==> config.mk <==
export PLATFORM = sky130hd
export DESIGN_NAME = packet_sender_n_flat
export DESIGN_NICKNAME = d
export VERILOG_FILES = /design/src/rtl/packet_sender_n_pkg.sv /design/src/rtl/packet_sender_n_if.sv /design/src/rtl/packet_sender_n_uart_tx_byte.sv /design/src/rtl/packet_sender_n.sv /design/src/flat_wrapper.sv
export SDC_FILE = /design/constraint.sdc
export NUM_CORES = 1
export LEC_CHECK = 0
export ABC_AREA = 1
export CORE_UTILIZATION = 60
export CTS_BUF_LIST = sky130_fd_sc_hd__clkbuf_8
export DETAILED_ROUTE_END_ITERATION = 8
export GPL_TIMING_DRIVEN = 0
export HOLD_SLACK_MARGIN = 0.05
export PLACE_DENSITY_LB_ADDON = 0.3
export SLEW_MARGIN = 0
export SYNTH_ARGS = -nofsm -noshare
export SYNTH_HDL_FRONTEND = slang
export SYNTH_SLANG_ARGS = --single-unit
==> constraint.sdc <==
create_clock -name clk -period 6.2 [get_ports clk]
set_clock_uncertainty 0.1 [all_clocks]
set_input_delay 0.62 -clock clk [delete_from_list [all_inputs] [get_ports clk]]
set_output_delay 0.62 -clock clk [all_outputs]
set_load 0.01 [all_outputs]
==> src/rtl/packet_sender_n_pkg.sv <==
// Debug-link package: UART frame constants, sender FSM states and the default
// sync value shared by the packet sender and its byte serialiser.
package packet_sender_n_pkg;
  localparam logic     UART_START   = 1'b0;
  localparam logic     UART_STOP    = 1'b1;
  localparam int       DATA_BITS    = 8;
  localparam int       FRAME_BITS   = DATA_BITS + 2;
  localparam logic [7:0] DEFAULT_SYNC = 8'hA5;

  typedef enum logic [1:0] {
    ST_IDLE,
    ST_LOAD,
    ST_SEND,
    ST_DONE
  } state_t;
endpackage

==> src/rtl/packet_sender_n_if.sv <==
// Request/status bundle between the debug controller and the packet sender.
interface packet_sender_n_if #(
  parameter int NUM_BYTES = 6
);
  logic                   start;
  logic [NUM_BYTES*8-1:0] payload;
  logic                   txd;
  logic                   busy;
  logic                   done;
  logic                   byte_sent;

  modport master (output start, payload, input txd, busy, done, byte_sent);
  modport slave  (input start, payload, output txd, busy, done, byte_sent);
endinterface

==> src/rtl/packet_sender_n_uart_tx_byte.sv <==
// 8N1 byte serialiser. A load on the cycle frame_done is high restarts the
// line with the next start bit, so back-to-back frames carry no idle gap.
module uart_tx_byte
  import packet_sender_n_pkg::*;
#(
  parameter int CLKS_PER_BIT = 434
) (
  input  logic       clk,
  input  logic       rst,
  input  logic       load,
  input  logic [7:0] data,
  output logic       txd,
  output logic       frame_done,
  output logic       busy
);
  localparam int CNTW = $clog2(CLKS_PER_BIT);
  localparam logic [CNTW-1:0] CNT_MAX = CNTW'(CLKS_PER_BIT - 1);
  localparam logic [3:0]      BIT_MAX = 4'(FRAME_BITS - 1);

  logic [CNTW-1:0] cnt;
  logic [3:0]      bit_idx;
  logic [8:0]      shreg;

  assign frame_done = busy && (bit_idx == BIT_MAX) && (cnt == CNT_MAX);

  always_ff @(posedge clk or posedge rst) begin
    if (rst) begin
      txd     <= UART_STOP;
      shreg   <= '1;
      cnt     <= '0;
      bit_idx <= '0;
      busy    <= 1'b0;
    end else if (load) begin
      txd     <= UART_START;
      shreg   <= {UART_STOP, data};
      cnt     <= '0;
      bit_idx <= '0;
      busy    <= 1'b1;
    end else if (busy) begin
      if (cnt == CNT_MAX) begin
        cnt <= '0;
        if (bit_idx == BIT_MAX) begin
          busy    <= 1'b0;
          bit_idx <= '0;
          txd     <= UART_STOP;
        end else begin
          // shreg holds data LSB-first followed by the stop bit
          bit_idx <= bit_idx + 1'b1;
          txd     <= shreg[0];
          shreg   <= {UART_STOP, shreg[8:1]};
        end
      end else begin
        cnt <= cnt + 1'b1;
      end
    end
  end
endmodule

==> src/rtl/packet_sender_n.sv <==
// N-byte UART packet sender: optional sync prefix, latched payload, optional
// XOR checksum, all sent as contiguous 8N1 frames with busy/done/byte strobes.
module packet_sender_n
  import packet_sender_n_pkg::*;
#(
  parameter int         NUM_BYTES    = 6,
  parameter int         CLKS_PER_BIT = 434,
  parameter bit         SYNC_EN      = 1'b1,
  parameter logic [7:0] SYNC_BYTE    = DEFAULT_SYNC,
  parameter bit         CHKSUM_EN    = 1'b1
) (
  input  logic             clk,
  input  logic             rst,
  packet_sender_n_if.slave bus
);
  localparam int F    = int'(SYNC_EN) + NUM_BYTES + int'(CHKSUM_EN);
  localparam int IDXW = $clog2(F + 1);
  localparam logic [IDXW-1:0] LAST = IDXW'(F - 1);

  state_t                     state;
  logic [IDXW-1:0]            idx, next_idx;
  logic [NUM_BYTES-1:0][7:0]  shadow, pl_bytes;
  logic [7:0]                 csum, pl_xor, cur_byte;
  logic                       busy_q, done_q, sent_q, fd_q;
  logic                       ser_load, ser_done, ser_busy, ser_txd;

  assign pl_bytes = bus.payload;

  always_comb begin
    pl_xor = '0;
    for (int i = 0; i < NUM_BYTES; i++) pl_xor ^= pl_bytes[i];
  end

  // In SEND the serialiser is reloaded for the following frame, so the mux
  // looks one index ahead to absorb the LOAD cycle.
  assign next_idx = (state == ST_SEND) ? idx + 1'b1 : idx;

  always_comb begin
    cur_byte = csum;
    if (SYNC_EN && next_idx == '0) begin
      cur_byte = SYNC_BYTE;
    end else begin
      for (int i = 0; i < NUM_BYTES; i++)
        if (int'(next_idx) == i + int'(SYNC_EN)) cur_byte = shadow[i];
    end
  end

  assign ser_load = (state == ST_LOAD && !ser_busy) ||
                    (state == ST_SEND && ser_done && idx != LAST);

  uart_tx_byte #(.CLKS_PER_BIT(CLKS_PER_BIT)) u_tx (
    .clk        (clk),
    .rst        (rst),
    .load       (ser_load),
    .data       (cur_byte),
    .txd        (ser_txd),
    .frame_done (ser_done),
    .busy       (ser_busy)
  );

  always_ff @(posedge clk or posedge rst) begin
    if (rst) begin
      state  <= ST_IDLE;
      idx    <= '0;
      shadow <= '0;
      csum   <= '0;
      busy_q <= 1'b0;
      done_q <= 1'b0;
      sent_q <= 1'b0;
      fd_q   <= 1'b0;
    end else begin
      done_q <= 1'b0;
      // byte_sent trails frame end by one cycle so it lines up with done
      fd_q   <= ser_done;
      sent_q <= fd_q;
      case (state)
        ST_IDLE: if (bus.start) begin
          shadow <= pl_bytes;
          csum   <= pl_xor;
          idx    <= '0;
          busy_q <= 1'b1;
          state  <= ST_LOAD;
        end
        ST_LOAD: if (!ser_busy) state <= ST_SEND;
        ST_SEND: if (ser_done) begin
          if (idx == LAST) state <= ST_DONE;
          else             idx   <= idx + 1'b1;
        end
        ST_DONE: begin
          done_q <= 1'b1;
          busy_q <= 1'b0;
          state  <= ST_IDLE;
        end
        default: state <= ST_IDLE;
      endcase
    end
  end

  assign bus.txd       = ser_txd;
  assign bus.busy      = busy_q;
  assign bus.done      = done_q;
  assign bus.byte_sent = sent_q;
endmodule

==> src/flat_wrapper.sv <==
// flat-port wrapper written by rule: the top's interface ports become plain ports
module packet_sender_n_flat import packet_sender_n_pkg::*;
#(
  parameter int         NUM_BYTES    = 6,
  parameter int         CLKS_PER_BIT = 434,
  parameter bit         SYNC_EN      = 1'b1,
  parameter logic [7:0] SYNC_BYTE    = DEFAULT_SYNC,
  parameter bit         CHKSUM_EN    = 1'b1
)
  (clk, rst, bus_start, bus_payload, bus_txd, bus_busy, bus_done, bus_byte_sent);
  packet_sender_n_if #(.NUM_BYTES(NUM_BYTES)) bus_i ();
  input  logic clk;
  input  logic rst;
  input wire logic [$bits(bus_i.start)-1:0] bus_start;
  input wire logic [$bits(bus_i.payload)-1:0] bus_payload;
  output wire logic [$bits(bus_i.txd)-1:0] bus_txd;
  output wire logic [$bits(bus_i.busy)-1:0] bus_busy;
  output wire logic [$bits(bus_i.done)-1:0] bus_done;
  output wire logic [$bits(bus_i.byte_sent)-1:0] bus_byte_sent;
  assign bus_i.start = bus_start;
  assign bus_i.payload = bus_payload;
  assign bus_txd = bus_i.txd;
  assign bus_busy = bus_i.busy;
  assign bus_done = bus_i.done;
  assign bus_byte_sent = bus_i.byte_sent;
  packet_sender_n #(.NUM_BYTES(NUM_BYTES), .CLKS_PER_BIT(CLKS_PER_BIT), .SYNC_EN(SYNC_EN), .SYNC_BYTE(SYNC_BYTE), .CHKSUM_EN(CHKSUM_EN)) u_core (.clk(clk), .rst(rst), .bus(bus_i));
endmodule
==> flow_summary_export.csv, run 1 <==
group,metric,value,unit
outcome,outcome,"finished clean",
clock_network,path_clk_slew,90,ps
clock_network,clk_latency,370,ps
worst_hold_path,whs_path_depth,0,
pwr,vdd.ir_drop.worst,0.000180,V
sta,slew_headroom,59.9,%
worst_setup_path,reg2reg_slack,3480,ps
pwr,switchingPower,1.17,mW
sta,hold_viol,0,
routing,finalWirelength,12200,um
clock_network,cts_root_buf,"clkbuf_8",
worst_setup_path,cp.depth,15,
logic_synthesis,syn-num-nets,673,
worst_setup_path,crit_required,6410,ps
placed_design,gp_congestion,0.900,
worst_hold_path,worst_hold_path.endpoint,"u_core.bus.byte_sent",
worst_hold_path,hold_path_class,"flip-flop to flip-flop",
die,pin_count,55,
routing,firstDrtPassIters,5,
clock_network,cts_buffer_depth,2,
pwr,powerDensity,466,mW/mm^2
worst_setup_path,crit_top_cell,"nand2_1",
pwr,p_leak,2.79,nW
pwr,power_frac_comb,46.6,%
clock_network,numCtsBuffers,9,
clock_network,cts.sinks,89,
job,cap_viol_max_count,0,
layout,fill_cells,576,
placed_design,port_buffers,54,
logic_synthesis,yosys_register_bits,89,
die,die-area,0.00838,sq mm
worst_hold_path,worstHoldStart,"u_core.fd_q",
sta,rsz0062_at_grt,"false",
die,die_h,91.6,um
placed_design,dp_hpwl,8770,um
layout,mostFrequentLayoutCells,"nand2_1, dfrtp_1, inv_1, clkdlybuf4s50_1, o21ai_0",
worst_setup_path,critPathMaxStageDelay,400,ps
sta,max_freq,0.368,GHz
logic_synthesis,synth.mux.area_fraction,0,%
routing,drt_drc_violations_left,0,
pwr,sw_frac_of_total,44.0,%
layout,fin_nets,739,
layout,diodes,0,
routing,viasPerCell,5.60,
routing,antenna_left,0,
pwr,pwr-share-seq,38.3,%
pwr,clkPwrFrac,15.0,%
routing,wl_per_cell,15.5,um
die,fp-row-count,32,
sta,setup-tns-final,0,ps
layout,multi_input_area,0.00224,sq mm
sta,setup_viol,0,
worst_setup_path,r2r-end,"u_core.u_tx.shreg[0]",
clock_network,cts_setup_buffers,0,
clock_network,holdBufCountCts,0,
worst_setup_path,start_kind,"flip-flop",
sta,setup_slack,3480,ps
logic_synthesis,synth-compound-area-share,10.8,%
layout,layout.cells.most_common,"nand2_1",
grt,grt_pass1_vias,4287,
die,core,0.00773,sq mm
logic_synthesis,synth-simple-area-share,25.8,%
sta,worst_pin_slew,601,ps
routing,num_vias,4398,
die,initial_utilization,62.3,%
clock_network,cts_resized,0,
worst_setup_path,endpoint_kind,"flip-flop",
logic_synthesis,synthAdderAreaFrac,2.60,%
worst_setup_path,regToRegStartpoint,"u_core.state[0]",
die,die_x,91.6,um
placed_design,dpl_worst_slack,3600,ps
grt,grt_antenna_before_repair,0,
layout,synthToLayoutAreaGrowth,18.5,%
grt,grtUsageTotal,31.3,%
logic_synthesis,synth_top_family_by_area,"simple AND/OR/NAND/NOR gates",
logic_synthesis,synth_area,0.00481,sq mm
clock_network,h-tree-depth,3,
pwr,p_int,1.49,mW
logic_synthesis,synth_cell_types,39,
sta,maxSlewViolCount,0,
worst_setup_path,worstPathMaxFanout,9,
routing,drt_iter0_drc,442,
layout,seqCellArea,0.00224,sq mm
worst_setup_path,worstPathCellList,"inv_1, ha_1, nand2_1, nand2_2, nor2_2, nand4_2, nand2_1, nand3_1, nand3_1, nand3_1, nand2_1, nand2_1, nand2_1, nand2_1, nand2_1",
worst_setup_path,rr_worst_depth,15,
logic_synthesis,syn_avg_cell_area,7.86,sq um
worst_setup_path,worst-path-buf-inv,1,
logic_synthesis,yosys_warnings,0,
grt,grt_max_degree,75,
worst_setup_path,worst_path_max_delay_cell,"nor2_2",
grt,grt_pass1_wl,20200,um
logic_synthesis,synth_xor_xnor_area_share,7.28,%
sta,min_period,2720,ps
worst_setup_path,worstPathArrival,2930,ps
logic_synthesis,syn_inst,612,
worst_setup_path,crit_family,"simple AND/OR/NAND/NOR gates",
logic_synthesis,ys_seq_area_share,46.5,%
grt,overflow,0,
worst_setup_path,crit_type,"flip-flop to flip-flop",
clock_network,cts_tree,"built",
layout,drive_above_1_share,7.76,%
sta,period_share,43.8,%
==> cells in the mapped netlist (all sizes together) <==
library cell	number	area [sq um]
nand2	193	739
dfrtp	80	2000
inv	68	255
o21ai	49	245
a21oi	42	210
nor2	41	188
nand3	34	175
xnor2	24	210
xor2	16	140
clkbuf	13	48.8
ha	10	125
dfstp	9	236
nor3	9	61.3
buf	4	28.8
nand3b	4	30.0
nand4	3	25.0
or2	3	18.8
o22ai	2	12.5
a211o	1	8.76
a211oi	1	7.51
a221o	1	10.0
a31oi	1	6.26
clkinv	1	3.75
nor4	1	6.26
o21bai	1	7.51
o221a	1	11.3
==> through the flow <==
stage | utilization, % | instances | instance area [sq um] | power, mW | hold slack, ps
final | 73.8 | 785 | 5700 | 2.66 | 265
after global routing | 73.8 | 785 | 5700 | 2.85 | 270
after CTS | 73.8 | 785 | 5700 | 2.63 | 270
after detailed placement | 71.3 | 769 | 5510 | 2.22 | 251
after global placement | 70.9 | 768 | 5480 | 2.15 | 235
after floorplan | - | 612 | 4810 | 1.86 | 231
==> power groups by stage <==
stage	clock, mW	sequential, mW	combinational (mW)
floorplan	0	0.977	0.885
global placement	0	1.00	1.15
detailed placement	0	1.02	1.20
CTS	0.400	1.01	1.21
global route	0.427	1.04	1.38
finish	0.399	1.02	1.24
==> flip-flops by register name, indices dropped and copies added (netlist names), 2 cells and up <==
signal               cells
u_core.shadow           48
u_core.u_tx.cnt          9
u_core.csum              8
u_core.u_tx.shreg        8
u_core.idx               4
u_core.u_tx.bit_idx      4
u_core.state             2
==> routing by layer <==
layer	routed length (um)	track usage, %	vias up	share of wire [%]
li1	-	-	2062	-
met4	352	11.5	0	2.9
met1	5040	40.9	2101	41
met5	0	0	-	0
met3	764	4.61	37	6.3
met2	6020	52.8	198	49
==> worst max path at each step <==
stage	slack [ps]	endpoint	from
global route	3300	u_core.u_tx.shreg[0]	u_core.state[0]
finish	3480	u_core.u_tx.shreg[0]	u_core.state[0]
global placement	1850	u_core.shadow[8]	rst
detailed placement	3600	u_core.u_tx.shreg[2]	u_core.state[0]
CTS	3580	u_core.u_tx.shreg[0]	u_core.state[0]
floorplan	3190	u_core.bus.busy	rst
==> kinds of logic (layout without fill, tap and decap cells) <==
logic type | after synthesis | count (layout)
AO/OA/AOI/OAI | 99 | 99
XOR/XNOR | 40 | 40
adder cells (fa/ha/maj) | 10 | 10
buffers and inverters | 86 | 157
flip-flops | 89 | 89
AND/OR/NAND/NOR | 288 | 288
==> worst reg2reg max path, stage by stage, from the launching register on <==
cell	delay [ps]
dfrtp_1	390
inv_1	100
ha_1	290
nand2_1	130
nand2_2	130
nor2_2	400
nand4_2	360
nand2_1	140
nand3_1	80
nand3_1	70
nand3_1	100
nand2_1	100
nand2_1	60
nand2_1	90
nand2_1	50
nand2_1	60
==> layout make-up <==
class	instances	area share (%)
sequential	89	39.2
buffer	17	1.36
timing repair buffer	55	9.96
multi-input combinational	437	39.2
clock buffer	9	2.17
inverter	69	4.58
tap	102	2.24
clock inverter	7	1.21
(Power assumes the default switching activity.)
==> inputs of run 2 (changes only) <==
- CORE_UTILIZATION: 60 -> 53
- clock period: 6.2 -> 2.34 ns (I/O delays scaled with it)
==> run 2 against run 1 <==
Sequential power grew to 2.7 times the previous value. Power rose to 2.9 times the previous value. Largest power group unchanged. Largest cell class is now multi-input gates. Sequential share of layout area fell by 2.0 points. Flip-flop and latch count unchanged.
==> flow_summary_export.csv, run 2 (same netlist as run 1, synthesis figures left out) <==
group,metric,value,unit
outcome,outcome,"finished clean",
sta,period_share,97.1,%
worst_setup_path,start_kind,"flip-flop",
worst_setup_path,endpoint_kind,"flip-flop",
routing,drt_drc_violations_left,0,
layout,fin_area,0.00602,sq mm
worst_setup_path,rr_worst_depth,17,
worst_setup_path,worstPathArrival,2480,ps
clock_network,h-tree-depth,3,
die,die_x,97.3,um
pwr,vdd.ir_drop.worst,0.000614,V
die,pin_count,55,
grt,grtUsageTotal,27.9,%
layout,drive_above_1_share,12.3,%
layout,utilization,68.7,%
routing,num_vias,4468,
clock_network,cts_buffer_depth,2,
routing,finalWirelength,12700,um
layout,mostFrequentLayoutCells,"nand2_1, dfrtp_1, inv_1, clkdlybuf4s50_1, o21ai_0",
placed_design,port_buffers,54,
sta,worst_pin_slew,636,ps
routing,drt_iter0_drc,296,
grt,grt_pass1_vias,4426,
worst_setup_path,crit_required,2550,ps
clock_network,holdBufCountCts,0,
die,die_h,97.3,um
grt,overflow,0,
placed_design,dp.cells,776,
layout,largest_register_ffs,48,
layout,synthToLayoutAreaGrowth,25.1,%
placed_design,placed_area,0.00553,sq mm
grt,grt_max_degree,42,
worst_setup_path,regToRegStartpoint,"u_core.idx[0]",
grt,grt_pass1_wl,20900,um
placed_design,dp_hpwl,8750,um
sta,hold_viol,0,
layout,finalNonFillerCells,808,
pwr,power,7.63,mW
routing,antenna_left,0,
clock_network,cts.sinks,89,
die,die-area,0.00947,sq mm
layout,top_regs,"u_core.shadow (48), u_core.u_tx.cnt (9)",
layout,layout.cells.most_common,"nand2_1",
sta,setup_viol,0,
placed_design,gp_congestion,0.880,
sta,maxSlewViolCount,0,
clock_network,numCtsBuffers,9,
sta,min_period,2270,ps
die,initial_utilization,54.9,%
sta,max_freq,0.440,GHz
layout,top_register,"u_core.shadow",
pwr,p_leak,2.91,nW
sta,setup_slack,67.2,ps
worst_hold_path,hold_path_class,"input pin to async pin",
placed_design,dpl_worst_slack,-230,ps
layout,fill_cells,700,
layout,fin_nets,756,
clock_network,path_clk_slew,90,ps
pwr,powerDensity,1270,mW/mm^2
routing,wl_per_cell,15.7,um
grt,grt_antenna_before_repair,0,
clock_network,cts_tree,"built",
worst_setup_path,reg2reg_slack,70,ps
routing,firstDrtPassIters,5,
die,core,0.00876,sq mm
clock_network,clk_latency,370,ps
worst_setup_path,crit_type,"flip-flop to flip-flop",
die,fp-row-count,34,
job,cap_viol_max_count,0,
worst_setup_path,worstPathMaxFanout,6,
layout,diodes,0,
routing,viasPerCell,5.53,
sta,slew_headroom,57.6,%
clock_network,cts_root_buf,"clkbuf_8",
worst_setup_path,r2r-end,"u_core.u_tx.shreg[5]",
==> run 2: cell types whose count changed in the layout (fill, tap and decap cells not counted), moves of 3 or more <==
cell / previous run / this run
nor2_4: 1 / 4
nand2_4: 0 / 4
nand2_1: 187 / 184
ha_4: 0 / 3
ha_1: 10 / 7
buf_4: 1 / 15
==> run 2: per-layer routing <==
layer	vias up	track usage (%)	wire length [um]	share of wire (%)
met3	35	4.10	950	7.5
met5	-	0	0	0
met2	188	47.0	6170	49
li1	2108	-	-	-
met4	0	9.05	332	2.6
met1	2137	37.1	5270	41
==> run 2: stage by stage <==
step / hold slack (ps) / TNS, ps
4_1_cts: 194 / 0
3_3_place_gp: 236 / -1400
5_1_grt: 205 / -290
3_5_place_dp: 240 / -1570
6_report: 179 / 0
2_1_floorplan: 231 / 0
==> run 2: final cells by class <==
type / count / area, sq um / area share [%]
Clock inverter: 6 / 90.1 / 1.50
Multi-Input combinational cell: 438 / 2360 / 39.2
Buffer: 17 / 85.1 / 1.41
Tap cell: 108 / 135 / 2.24
Clock buffer: 10 / 138 / 2.29
Inverter: 69 / 273 / 4.53
Timing Repair Buffer: 71 / 697 / 11.6
Sequential cell: 89 / 2240 / 37.2
==> run 2: what timing repair did <==
item | CTS | global route
pin swaps | 4 | 8
endpoints found under the hold margin | 0 | 0
cloned | 0 | 1
setup endpoints to repair | 8 | 16
setup buffers | 5 | 10
gates resized for setup | 9 | 28
==> run 2: how the worst max path moves through the flow <==
stage / endpoint / from / cells after the start / slack, ps
floorplan: u_core.u_tx.shreg[0] / u_core.state[0] / 15 / 260
global placement: u_core.u_tx.shreg[2] / u_core.state[0] / 15 / -210
detailed placement: u_core.u_tx.shreg[2] / u_core.state[0] / 16 / -230
CTS: u_core.u_tx.bit_idx[2] / u_core.u_tx.cnt[1] / 10 / 10
global route: u_core.u_tx.shreg[5] / u_core.idx[0] / 17 / -90
finish: u_core.u_tx.shreg[5] / u_core.idx[0] / 17 / 70
==> run 2: critical path, stage by stage, from the launching register on <==
cell      delay (ps)
dfrtp_2          420
ha_4             160
nand2_1           90
nand2_2          110
nor2_4            50
nor2_4           180
inv_2             90
nor2_8           150
buf_4            170
nand3b_1          80
nand3_1           70
nand3_1           70
nand3_1          120
nand2_1           90
nand2_1           90
nand2_1           60
nand2_1           50
nand2_1           50
==> run 2: where the power goes <==
| group | leakage [nW] | internal (mW) | switching (mW) |
|---|---|---|---|
| sequential | 1.10 | 2.26 | 0.448 |
| clock | 0.113 | 0.635 | 0.588 |
| combinational | 1.70 | 1.42 | 2.28 |
| total | 2.91 | 4.32 | 3.31 |
==> inputs of run 3 (changes only) <==
- CORE_UTILIZATION: 53 -> 45
==> run 3 against run 2 <==
Critical endpoint is now u_core.u_tx.shreg[0]. Final cell count grew 3.1%. Flip-flop and latch count is the same. Clock-buffer cell count increased by 1. Sequential share of layout area decreased by 0.19 points. Sequential power is essentially flat. Largest cell class unchanged. Critical path depth is 1 lower. Core utilization shrank 10 points.
==> flow_summary_export.csv, run 3 (same netlist as run 1, synthesis figures left out) <==
group,metric,value,unit
outcome,outcome,"finished clean",
placed_design,port_buffers,54,
clock_network,path_clk_slew,90,ps
layout,mostFrequentLayoutCells,"nand2_1, dfrtp_1, inv_1, clkdlybuf4s50_1, o21ai_0",
worst_setup_path,endpoint_kind,"flip-flop",
die,die_x,105,um
routing,num_vias,4350,
sta,max_freq,0.439,GHz
clock_network,cts.sinks,89,
clock_network,cts_root_buf,"clkbuf_8",
die,fp-row-count,37,
routing,drt_drc_violations_left,0,
pwr,p_leak,2.90,nW
sta,min_period,2280,ps
grt,grt_pass1_wl,19500,um
placed_design,gp_congestion,0.857,
worst_setup_path,worstPathArrival,2490,ps
layout,largest_register_ffs,48,
sta,rsz0062_at_grt,"true",
worst_setup_path,worstPathMaxFanout,9,
worst_setup_path,crit_type,"flip-flop to flip-flop",
clock_network,clk_latency,370,ps
routing,wl_per_cell,14.7,um
worst_setup_path,crit_top_cell,"nand2_1",
worst_setup_path,crit_family,"simple AND/OR/NAND/NOR gates",
layout,layout.cells.most_common,"nand2_1",
job,cap_viol_max_count,0,
sta,slew_headroom,59.9,%
clock_network,cts_buffer_depth,2,
placed_design,dp_hpwl,8570,um
grt,grtUsageTotal,22.6,%
grt,grt_max_degree,37,
layout,diodes,0,
layout,fin_nets,753,
routing,antenna_left,0,
routing,finalWirelength,12200,um
layout,drive_above_1_share,12.5,%
worst_setup_path,start_kind,"flip-flop",
routing,viasPerCell,5.22,
clock_network,h-tree-depth,3,
sta,hold_viol,0,
worst_setup_path,worst_path_max_delay_cell,"dfrtp_1",
layout,synthToLayoutAreaGrowth,25.7,%
sta,setup-tns-final,0,ps
worst_setup_path,rr_worst_depth,16,
clock_network,holdBufCountCts,0,
worst_setup_path,crit_required,2550,ps
grt,overflow,0,
grt,grt_pass1_vias,4117,
sta,period_share,97.3,%
routing,drt_iter0_drc,336,
placed_design,placed_area,0.00557,sq mm
die,die_h,105,um
worst_setup_path,reg2reg_slack,60,ps
worst_setup_path,worstPathCellList,"inv_2, ha_4, nand2_2, nor2_4, nor2_4, inv_2, nor2_8, nand3_4, buf_6, or2_0, nand3_1, nand2_1, nand2_1, nand2_1, nand2_1, nand2_1",
worst_setup_path,cp.depth,16,
sta,worst_pin_slew,602,ps
clock_network,cts_tree,"built",
sta,maxSlewViolCount,0,
sta,setup_viol,0,
pwr,vdd.ir_drop.worst,0.000470,V
die,initial_utilization,46.4,%
die,pin_count,55,
routing,firstDrtPassIters,5,
layout,top_register,"u_core.shadow",
worst_hold_path,hold_path_class,"input pin to async pin",
layout,fin_area,0.00605,sq mm
worst_setup_path,worst-path-buf-inv,3,
layout,finalNonFillerCells,833,
layout,top_regs,"u_core.shadow (48), u_core.u_tx.cnt (9)",
die,core,0.0104,sq mm
pwr,powerDensity,1250,mW/mm^2
grt,grt_antenna_before_repair,0,
clock_network,numCtsBuffers,9,
die,die-area,0.0111,sq mm
placed_design,dp.cells,804,
worst_setup_path,critPathMaxStageDelay,410,ps
-- run 3: changes by cell type in the layout (fill, tap and decap cells not counted), moves of 2 or more --
cell,delta
nand2_1,-2
buf_4,-3
nor2_4,+2
nand2_2,+2
-- run 3: final timing paths --
check	start	to
worst max-delay path	u_core.state[0]	u_core.u_tx.shreg[0]
worst min-delay path	rst	u_core.csum[5]
worst max register to register	u_core.state[0]	u_core.u_tx.shreg[0]
worst min register to register	u_core.fd_q	u_core.bus.byte_sent
max in group asynchronous	rst	u_core.u_tx.shreg[3]
min in group clk	u_core.fd_q	u_core.bus.byte_sent
-- run 3: power breakdown --
group	total, mW	leakage (nW)	switching (mW)	internal [mW]
sequential	2.69	1.10	0.428	2.26
clock	1.22	0.115	0.565	0.656
combinational	3.68	1.68	2.23	1.45
-- run 3: final cells by class --
cell class | instances | area [sq um]
multi-input combinational | 438 | 2370
fill | 946 | 4320
clock inverter | 5 | 77.6
sequential | 89 | 2240
buffer | 17 | 86.3
clock buffer | 11 | 151
inverter | 69 | 273
timing repair buffer | 68 | 678
tap | 136 | 170
-- run 3: what timing repair did --
action | 4_1_cts | 5_1_grt
gates resized for setup | 9 | 35
gates cloned | 0 | 1
endpoints found under the hold margin | 0 | 0
pin swaps | 3 | 8
setup endpoints to repair | 8 | 23
setup buffers | 3 | 9
-- run 3: per-stage QoR --
| step | hold slack, ps | util, % | setup slack [ps] | total power, mW |
|---|---|---|---|---|
| finish | 156 | 58.4 | 63.1 | 7.59 |
| global route | 200 | 58.4 | -60.7 | 8.18 |
| CTS | 174 | 56.4 | -10.1 | 7.20 |
| detailed placement | 236 | 53.7 | -236 | 5.86 |
| global placement | 233 | 53.3 | -215 | 5.74 |
| floorplan | 231 | - | 258 | 4.93 |
-- run 3: metal layers --
metal | vias up | track usage (%) | wire length, um
met4 | 0 | 6.94 | 184
met2 | 131 | 36.9 | 5740
met5 | - | 0 | 0
met3 | 16 | 4.76 | 743
met1 | 2098 | 30.2 | 5570
li1 | 2105 | - | -
==> edit: new RTL, config.mk and constraints of run 2 <==
`NUM_BYTES` is set to 6 in 3 places; all go to 5.
--- a/src/rtl/packet_sender_n_if.sv
+++ b/src/rtl/packet_sender_n_if.sv
@@ -1,6 +1,6 @@
 // Request/status bundle between the debug controller and the packet sender.
 interface packet_sender_n_if #(
-  parameter int NUM_BYTES = 6
+  parameter int NUM_BYTES = 5
 );
   logic                   start;
   logic [NUM_BYTES*8-1:0] payload;
--- a/src/rtl/packet_sender_n.sv
+++ b/src/rtl/packet_sender_n.sv
@@ -3,7 +3,7 @@
 module packet_sender_n
   import packet_sender_n_pkg::*;
 #(
-  parameter int         NUM_BYTES    = 6,
+  parameter int         NUM_BYTES    = 5,
   parameter int         CLKS_PER_BIT = 434,
   parameter bit         SYNC_EN      = 1'b1,
   parameter logic [7:0] SYNC_BYTE    = DEFAULT_SYNC,
--- a/src/flat_wrapper.sv
+++ b/src/flat_wrapper.sv
@@ -1,7 +1,7 @@
 // flat-port wrapper written by rule: the top's interface ports become plain ports
 module packet_sender_n_flat import packet_sender_n_pkg::*;
 #(
-  parameter int         NUM_BYTES    = 6,
+  parameter int         NUM_BYTES    = 5,
   parameter int         CLKS_PER_BIT = 434,
   parameter bit         SYNC_EN      = 1'b1,
   parameter logic [7:0] SYNC_BYTE    = DEFAULT_SYNC,
Ports: changed (resized bus_payload); port bits go from 55 to 47. No check against the original RTL was run, so the function may have changed too.
==> edit against run 2 <==
- clock power rose by 4%
- final area fell by 11%
- count of clock-buffer cells in the layout unchanged
- core utilization decreased by 0.81 points
- critical path depth shrank 4
- power decreased by 11%
- routed wire length is 13% lower
- setup slack better by 0.060 ns
- synthesized area is 8.7% lower
- sequential cell count fell by 9
- critical endpoint is now u_core.u_tx.shreg[4]$_DFFE_PP1P_
- highest routed layer unchanged
==> edit: results (changes against run 2) <==
pwr:
  p_per_area_nw_per_um2: 1270  # about the same
  power.internal_mw: 3.93  # was 4.32 mW
  p_leak_nw: 2.57  # was 2.91 nW
worst_setup_path:
  ff2ff_path_depth: 13  # was 17
  cp_slowest_cell: "dfrtp_1"  # was dfrtp_2
  r2r-end: "u_core.u_tx.shreg[4]$_DFFE_PP1P_"  # was u_core.u_tx.shreg[5]$_DFFE_PP1P_
  worstPathMaxFanout: 10  # was 6
  r2r_slack_ns: 0.13  # was 0.07 ns
cells_and_area:
  fin_nets: 669  # was 756
  reg.largest.list: "u_core.shadow x40, u_core.u_tx.cnt x9"  # was u_core.shadow x48, u_core.u_tx.cnt x9
  nonClockInverterCount: 58  # was 69
  seq_area_um2: 2010  # was 2240 um^2
  signal_buffers: 64  # was 88
  buffer_area_share_pct: 11.1  # was 13.0%
  clk_share_pct: 4.58  # was 3.78%
status:
  status: "completed"  # unchanged
route:
  drt-initial-drc-count: 329  # was 296
  vias: 3902  # was 4,468
yosys:
  synth_fa_ha_area_share_pct: 3.42  # was 2.60%
  synth-compound-area-share_pct: 11.1  # was 10.8%
  yosys-top-cells-count: "nand2_1 (179), dfrtp_1 (71), inv_1 (49)"  # was nand2_1 (187), dfrtp_1 (80), inv_1 (65)
  syn_nets: 607  # was 673
  synth_mux_area_share_pct: 0.228  # was 0%
  synth.area.top_cells: "dfrtp_1 (40%), nand2_1 (15%), dfstp_2 (5.4%)"  # was dfrtp_1 (42%), nand2_1 (15%), inv_1 (5.1%)
global_route:
  grt_pass1_vias: 3973  # was 4,426
edit: changes by cell type in the layout (fill, tap and decap cells not counted), sizes merged, moves of 7 or more:
cell,before,now
buf,21,9
clkdlybuf4s50,54,46
inv,69,54
xnor2,24,16
a21oi,42,23
nand3,34,27
dfrtp,80,71
edit: worst min path at each step:
| stage | to | slack (ns) | from |
|---|---|---|---|
| floorplan | u_core.bus.byte_sent$_DFF_PP0_ | 0.23 | u_core.fd_q$_DFF_PP0_ |
| global placement | u_core.bus.byte_sent$_DFF_PP0_ | 0.25 | u_core.fd_q$_DFF_PP0_ |
| detailed placement | u_core.bus.byte_sent$_DFF_PP0_ | 0.25 | u_core.fd_q$_DFF_PP0_ |
| CTS | u_core.bus.busy$_DFFE_PP0P_ | 0.16 | rst |
| global route | u_core.bus.busy$_DFFE_PP0P_ | 0.19 | rst |
| finish | u_core.bus.busy$_DFFE_PP0P_ | 0.16 | rst |
edit: metrics by stage:
step	setup TNS, ns	instance area, um^2
6_report	0	5360
5_1_grt	-0.0326	5360
4_1_cts	0	5310
3_5_place_dp	-1.38	5020
3_3_place_gp	-0.812	4980
2_1_floorplan	0	4400
edit: repair_timing:
action	in CTS	in global routing
gates cloned	0	0
pin swaps	1	3
buffers inserted	2	1
resized for setup	5	17
setup endpoints to repair	8	8
edit: worst reg2reg max path, cell delays in order, from the launching register on:
cell	delay, ns
dfrtp_1	0.42
inv_2	0.13
ha_2	0.23
nand3_1	0.15
nand2_2	0.17
nand3_2	0.16
buf_4	0.23
nor2_1	0.10
nor2_1	0.06
nand2_1	0.08
nand2_1	0.06
nand2_1	0.07
nand2_1	0.08
a21oi_1	0.13
edit: metal layers:
metal	up-vias	global-route usage (%)
met4	0	10.3
li1	1873	-
met1	1851	36.4
met5	-	0
met2	157	46.6
met3	21	4.88
